$ cat src/rtl/led_seq_ctrl_if.sv
// Command/status bundle for the LED sequencer: command handshake, abort and PWM status.
interface led_seq_ctrl_if;
  logic        cmd_valid;
  logic        cmd_ready;
  logic [1:0]  cmd_mode;
  logic [7:0]  cmd_reps;
  logic        abort;
  logic        led;
  logic [11:0] duty;
  logic        busy;
  logic        done;

  modport master (
    output cmd_valid, cmd_mode, cmd_reps, abort,
    input  cmd_ready, led, duty, busy, done
  );

  modport slave (
    input  cmd_valid, cmd_mode, cmd_reps, abort,
    output cmd_ready, led, duty, busy, done
  );
endinterface

$ cat src/rtl/led_seq_ctrl.sv
// LED PWM sequencer: free-running PWM period counter plus an FSM that ramps or
// blinks the duty cycle for a commanded number of repetitions.
module led_seq_ctrl #(
  parameter int unsigned CNT_NUM      = 2400,
  parameter int unsigned HOLD_PERIODS = 100
) (
  input logic           clk,
  input logic           rst,
  led_seq_ctrl_if.slave bus
);

  localparam logic [11:0] DutyFull = 12'(CNT_NUM);
  localparam logic [11:0] PcntLast = 12'(CNT_NUM - 1);
  localparam logic [7:0]  HoldLast = 8'(HOLD_PERIODS - 1);

  localparam logic [1:0] ModeOff    = 2'd0;
  localparam logic [1:0] ModeOn     = 2'd1;
  localparam logic [1:0] ModeBreath = 2'd2;
  localparam logic [1:0] ModeBlink  = 2'd3;

  typedef enum logic [2:0] {StIdle, StUp, StHoldHi, StDown, StHoldLo} state_e;

  state_e      state_q, state_d;
  logic [11:0] pcnt_q;
  logic [11:0] duty_q, duty_d;
  logic [7:0]  rc_q, rc_d;
  logic [7:0]  hc_q, hc_d;
  logic [7:0]  reps_q, reps_d;
  logic [1:0]  mode_q, mode_d;
  logic        done_q, done_d;

  logic period_end;
  logic accept;
  logic hold_last;
  logic last_rep;

  assign period_end = (pcnt_q == PcntLast);
  assign accept     = bus.cmd_valid && bus.cmd_ready;
  assign hold_last  = (hc_q == HoldLast);
  // reps_q == 0 never matches, so rc simply wraps and the sequence runs forever.
  assign last_rep   = (reps_q != 8'd0) && ((rc_q + 8'd1) == reps_q);

  always_ff @(posedge clk) begin
    if (rst || period_end) begin
      pcnt_q <= '0;
    end else begin
      pcnt_q <= pcnt_q + 12'd1;
    end
  end

  always_comb begin
    state_d = state_q;
    duty_d  = duty_q;
    rc_d    = rc_q;
    hc_d    = hc_q;
    mode_d  = mode_q;
    reps_d  = reps_q;
    done_d  = 1'b0;

    if (state_q != StIdle && bus.abort) begin
      state_d = StIdle;
      duty_d  = '0;
    end else begin
      unique case (state_q)
        StIdle: begin
          if (accept) begin
            mode_d = bus.cmd_mode;
            reps_d = bus.cmd_reps;
            rc_d   = '0;
            hc_d   = '0;
            case (bus.cmd_mode)
              ModeOff: begin
                duty_d = '0;
                done_d = 1'b1;
              end
              ModeOn: begin
                duty_d = DutyFull;
                done_d = 1'b1;
              end
              ModeBreath: begin
                duty_d  = '0;
                state_d = StUp;
              end
              ModeBlink: begin
                duty_d  = DutyFull;
                state_d = StHoldHi;
              end
            endcase
          end
        end
        StUp: begin
          if (period_end) begin
            duty_d = duty_q + 12'd1;
            if (duty_q == DutyFull - 12'd1) begin
              state_d = StHoldHi;
              hc_d    = '0;
            end
          end
        end
        StHoldHi: begin
          if (period_end) begin
            if (hold_last) begin
              hc_d = '0;
              if (mode_q == ModeBlink) begin
                state_d = StHoldLo;
                duty_d  = '0;
              end else begin
                state_d = StDown;
              end
            end else begin
              hc_d = hc_q + 8'd1;
            end
          end
        end
        StDown: begin
          if (period_end) begin
            duty_d = duty_q - 12'd1;
            if (duty_q == 12'd1) begin
              state_d = StHoldLo;
              hc_d    = '0;
            end
          end
        end
        StHoldLo: begin
          if (period_end) begin
            if (hold_last) begin
              hc_d = '0;
              rc_d = rc_q + 8'd1;
              if (last_rep) begin
                state_d = StIdle;
                done_d  = 1'b1;
              end else if (mode_q == ModeBlink) begin
                state_d = StHoldHi;
                duty_d  = DutyFull;
              end else begin
                state_d = StUp;
              end
            end else begin
              hc_d = hc_q + 8'd1;
            end
          end
        end
        default: state_d = StIdle;
      endcase
    end
  end

  always_ff @(posedge clk) begin
    if (rst) begin
      state_q <= StIdle;
      duty_q  <= '0;
      rc_q    <= '0;
      hc_q    <= '0;
      mode_q  <= ModeOff;
      reps_q  <= '0;
      done_q  <= 1'b0;
    end else begin
      state_q <= state_d;
      duty_q  <= duty_d;
      rc_q    <= rc_d;
      hc_q    <= hc_d;
      mode_q  <= mode_d;
      reps_q  <= reps_d;
      done_q  <= done_d;
    end
  end

  assign bus.cmd_ready = (state_q == StIdle);
  assign bus.busy      = (state_q != StIdle);
  assign bus.duty      = duty_q;
  assign bus.done      = done_q;
  // Active-low PWM output.
  assign bus.led       = !(pcnt_q < duty_q);

endmodule

$ cat src/flat_wrapper.sv
// flat-port wrapper written by rule: the top's interface ports become plain ports
module led_seq_ctrl_flat 
#(
  parameter int unsigned CNT_NUM      = 2400,
  parameter int unsigned HOLD_PERIODS = 100
)
  (clk, rst, bus_cmd_valid, bus_cmd_mode, bus_cmd_reps, bus_abort, bus_cmd_ready, bus_led, bus_duty, bus_busy, bus_done);
  led_seq_ctrl_if bus_i ();
  input logic clk;
  input logic rst;
  input wire logic [$bits(bus_i.cmd_valid)-1:0] bus_cmd_valid;
  input wire logic [$bits(bus_i.cmd_mode)-1:0] bus_cmd_mode;
  input wire logic [$bits(bus_i.cmd_reps)-1:0] bus_cmd_reps;
  input wire logic [$bits(bus_i.abort)-1:0] bus_abort;
  output wire logic [$bits(bus_i.cmd_ready)-1:0] bus_cmd_ready;
  output wire logic [$bits(bus_i.led)-1:0] bus_led;
  output wire logic [$bits(bus_i.duty)-1:0] bus_duty;
  output wire logic [$bits(bus_i.busy)-1:0] bus_busy;
  output wire logic [$bits(bus_i.done)-1:0] bus_done;
  assign bus_i.cmd_valid = bus_cmd_valid;
  assign bus_i.cmd_mode = bus_cmd_mode;
  assign bus_i.cmd_reps = bus_cmd_reps;
  assign bus_i.abort = bus_abort;
  assign bus_cmd_ready = bus_i.cmd_ready;
  assign bus_led = bus_i.led;
  assign bus_duty = bus_i.duty;
  assign bus_busy = bus_i.busy;
  assign bus_done = bus_i.done;
  led_seq_ctrl #(.CNT_NUM(CNT_NUM), .HOLD_PERIODS(HOLD_PERIODS)) u_core (.clk(clk), .rst(rst), .bus(bus_i));
endmodule
$ cat config.mk
export PLATFORM = sky130hd
export DESIGN_NAME = led_seq_ctrl_flat
export DESIGN_NICKNAME = d
export VERILOG_FILES = /design/src/rtl/led_seq_ctrl_if.sv /design/src/rtl/led_seq_ctrl.sv /design/src/flat_wrapper.sv
export SDC_FILE = /design/constraint.sdc
export NUM_CORES = 1
export LEC_CHECK = 0
export BUFFER_PORTS_ARGS = -buffer_cell sky130_fd_sc_hd__buf_2
export CORE_MARGIN = 2
export CORE_UTILIZATION = 24
export CTS_BUF_LIST = sky130_fd_sc_hd__clkbuf_8
export DETAILED_ROUTE_END_ITERATION = 8
export GPL_TIMING_DRIVEN = 0
export HOLD_SLACK_MARGIN = 0.05
export SYNTH_ARGS = -nofsm -noshare
export SYNTH_HDL_FRONTEND = slang
export SYNTH_SLANG_ARGS = --single-unit
$ cat constraint.sdc
create_clock -name clk -period 3 [get_ports clk]
set_input_delay 0.3 -clock clk [delete_from_list [all_inputs] [get_ports clk]]
set_output_delay 0.3 -clock clk [all_outputs]
set_load 0.02 [all_outputs]
==> impl_metrics.env <==
export IMPL_status="finished clean"
export IMPL_synth_area_leaders="dfxtp_1 (31%), a21oi_1 (6.3%), ha_1 (6.1%)"
export IMPL_p_per_area_mw_per_mm2=622.4
export IMPL_worst_pin_slew_ns=0.6836
export IMPL_crit_type="flop to primary output"
export IMPL_finalSetupViolations=0
export IMPL_initial_core_util_pct=24.31
export IMPL_num_antenna_cells=0
export IMPL_crit_fanout=10
export IMPL_synth_area_per_cell_um2=7.935
export IMPL_ctsHoldBuffers=0
export IMPL_multi_input_area_mm2=0.002228
export IMPL_cts_sinks=54
export IMPL_synthMuxAreaShare_pct=0.6065
export IMPL_h_tree_depth=2
export IMPL_detailed_place_hpwl_um=6951
export IMPL_post_cts_setup_buffers=0
export IMPL_gp_congestion=0.9504
export IMPL_yosysWarnings=0
export IMPL_synth_compound_area_share_pct=23.12
export IMPL_fillerInstances=1576
export IMPL_cts_buffers=5
export IMPL_hold_ws_ns=0.2038
export IMPL_grt_max_degree=19
export IMPL_grt_first_pass_wirelength_um=15680
export IMPL_cts_resized=0
export IMPL_areaGrowthSynthToFinish_pct=13.88
export IMPL_grt_overflow=0
export IMPL_postSynth_asyncResetShare_pct=0
export IMPL_drtIter0Drc=127
export IMPL_yosys_area_share_simple_pct=29.00
export IMPL_fin_crit_ns=2.713
export IMPL_clk_latency_ns=0.32
export IMPL_drc=0
export IMPL_wl_um=9152
export IMPL_ys_ff_latch=54
export IMPL_drv_cap=0
export IMPL_synth_flop_cell="dfxtp_1"
export IMPL_track_usage_pct=12.01
export IMPL_fin_nets=508
export IMPL_vias_per_cell=5.044
export IMPL_grt_antenna_before_repair=0
export IMPL_synth_xor_area_share_pct=4.745
export IMPL_core_mm2=0.01442
export IMPL_cp_start_kind="flop"
export IMPL_synth_fa_ha_area_share_pct=6.065
export IMPL_required_ns=2.70
export IMPL_std_cell_rows=44
export IMPL_syn_inst=442
export IMPL_synth_edf_count=0
export IMPL_cp_arrival_ns=2.41
export IMPL_hold_class="input pin to flop"
export IMPL_ys_types=72
export IMPL_irDropWorstVdd_mv=0.2949
export IMPL_cts_max_path_buffers=2
export IMPL_grt_pass1_vias=3245
export IMPL_yosys_area_top_type_share_pct=30.82
export IMPL_fmaxAchievable_mhz=368.6
export IMPL_antenna_left=0
export IMPL_num_vias=3339
export IMPL_rsz0062_at_grt="no"
export IMPL_worstSetupStartpoint="u_core.bus.duty[5]$_SDFFE_PP0P_"
export IMPL_end_kind="primary output"
export IMPL_synth_top_family_by_area="simple AND/OR/NAND/NOR gates"
export IMPL_drv_slew=0
export IMPL_dr_pass1_iters=5
export IMPL_slew_headroom_pct=54.43
export IMPL_finalPower_w=0.002486
export IMPL_ys_seq_area_share_pct=30.82
export IMPL_num_io_pins=30
export IMPL_synth_fp_nets=473
export IMPL_min_from="bus_cmd_reps[3]"
export IMPL_finalCritPeriodShare_pct=90.42
export IMPL_drive_above_1_share_pct=13.39
export IMPL_leakage_nw=1.516
export IMPL_cts_root_buf="clkbuf_8"
export IMPL_synth_area_mm2=0.003507
export IMPL_die_y_um=124.9
export IMPL_area_sequential_mm2=0.001081
export IMPL_cts_clk_slew_worst_paths_ns=0.11
export IMPL_cts_tree="done"
export IMPL_r2r_start="u_core.rc_q[0]$_SDFFE_PP0P_"
export IMPL_io_buffers=28
export IMPL_finalClockSkew_ns=0.01342
export IMPL_setup_tns_ns=0
export IMPL_yosys_area_top_type="dfxtp_1"
export IMPL_hold_violations=0
export IMPL_dieArea_mm2=0.01560
export IMPL_routedWlPerCell_um=13.82
export IMPL_die_w_um=124.9
worst max-delay path: stages (launching register included):
cell       delay, ns
dfxtp_1         0.41
buf_1           0.36
inv_1           0.10
ha_1            0.21
a21o_1          0.15
a2111oi_0       0.43
o21a_1          0.18
o21ai_0         0.08
buf_2           0.16
metal layers:
layer	routed length [µm]	GRT usage, %
met1	4180	15.33
met2	4358	20.67
met3	414	1.804
met4	199	4.118
met5	0	0
registers in the layout, indices dropped and copies added, names as in the netlist:
name             cells
u_core.reps_q        8
u_core.state_q       3
u_core.bus.duty     12
u_core.rc_q          8
u_core.mode_q        2
u_core.bus.done      1
u_core.hc_q          8
u_core.pcnt_q       12
metrics by stage:
step	area, µm²	worst slack [ns]	utilization [%]	std cells
4_1_cts	3994	0.2901	27.69	662
2_1_floorplan	3507	0.7186	-	442
6_report	3994	0.2873	27.69	662
3_3_place_gp	3877	0.5203	26.88	654
3_5_place_dp	3877	0.4791	26.88	654
5_1_grt	3994	0.08015	27.69	662
cell usage in the layout (no fill, tap or decap), types with 4 or more instances in the layout:
| master | instances |
|---|---|
| nor4_1 | 7 |
| o21ai_1 | 6 |
| nand2b_1 | 12 |
| inv_1 | 19 |
| a21o_1 | 8 |
| ha_1 | 17 |
| nand2_1 | 49 |
| clkbuf_1 | 12 |
| nand3_1 | 19 |
| clkbuf_8 | 7 |
| nor2_1 | 36 |
| buf_2 | 29 |
| and2_1 | 5 |
| o211a_1 | 4 |
| dfxtp_1 | 54 |
| o21ai_0 | 20 |
| buf_6 | 4 |
| o31ai_1 | 5 |
| a21oi_1 | 44 |
| nor3_1 | 6 |
| or3_1 | 5 |
| xor2_1 | 13 |
| xnor2_1 | 6 |
| nand3b_1 | 5 |
| or4_1 | 8 |
| and3_1 | 7 |
cells by family after synthesis:
logic type,Yosys count
and+or+nand+nor,187
AOI/OAI and AO/OA,124
DFF,54
buffers and inverters,39
xor gates and xnor gates,19
adders and majority gates,17
muxes,2
cell type report:
type	count	area share (%)
multi-input combinational	349	55.80
clock inverter	3	1.190
buffer	20	3.164
clock buffer	5	1.723
inverter	19	1.786
sequential	54	27.07
timing repair buffer	28	3.509
tap	184	5.764
cells in the mapped netlist (all sizes together), types with 2 or more instances:
master   n
nor2    37
buf      6
or3      5
a41oi    3
xor2    13
o311ai   2
a31o     2
nand2b  12
nor4     8
a21o     9
o32ai    2
o21a     2
o211ai   3
a31oi    3
or4      9
a21boi   2
o21ai   27
o22a     2
nand3b   5
a211oi   2
nor2b    3
nand4b   3
o41ai    3
o31ai    5
nand4    3
and4     2
and3     8
a21oi   45
or2      3
clkbuf  14
and2     5
xnor2    6
o21bai   2
dfxtp   54
ha      17
inv     19
nand2   49
nand3   22
nor3     7
o211a    4
nor4b    2
and3b    2
final timing paths:
check	end	slack [ns]	depth (start not counted)
max reg2reg	u_core.bus.duty[5]$_SDFFE_PP0P_	0.48	9
max	bus_led	0.29	8
min reg2reg	u_core.hc_q[7]$_SDFFE_PP0P_	0.48	2
min	u_core.reps_q[3]$_SDFFE_PP0P_	0.20	3
report_power, final:
group	internal, W	leakage, nW	switching [W]
clock	0.000254	0.0587	0.000268
sequential	0.000779	0.438	0.0000810
combinational	0.000408	1.02	0.000697
Power figures use the tool's default switching activity.
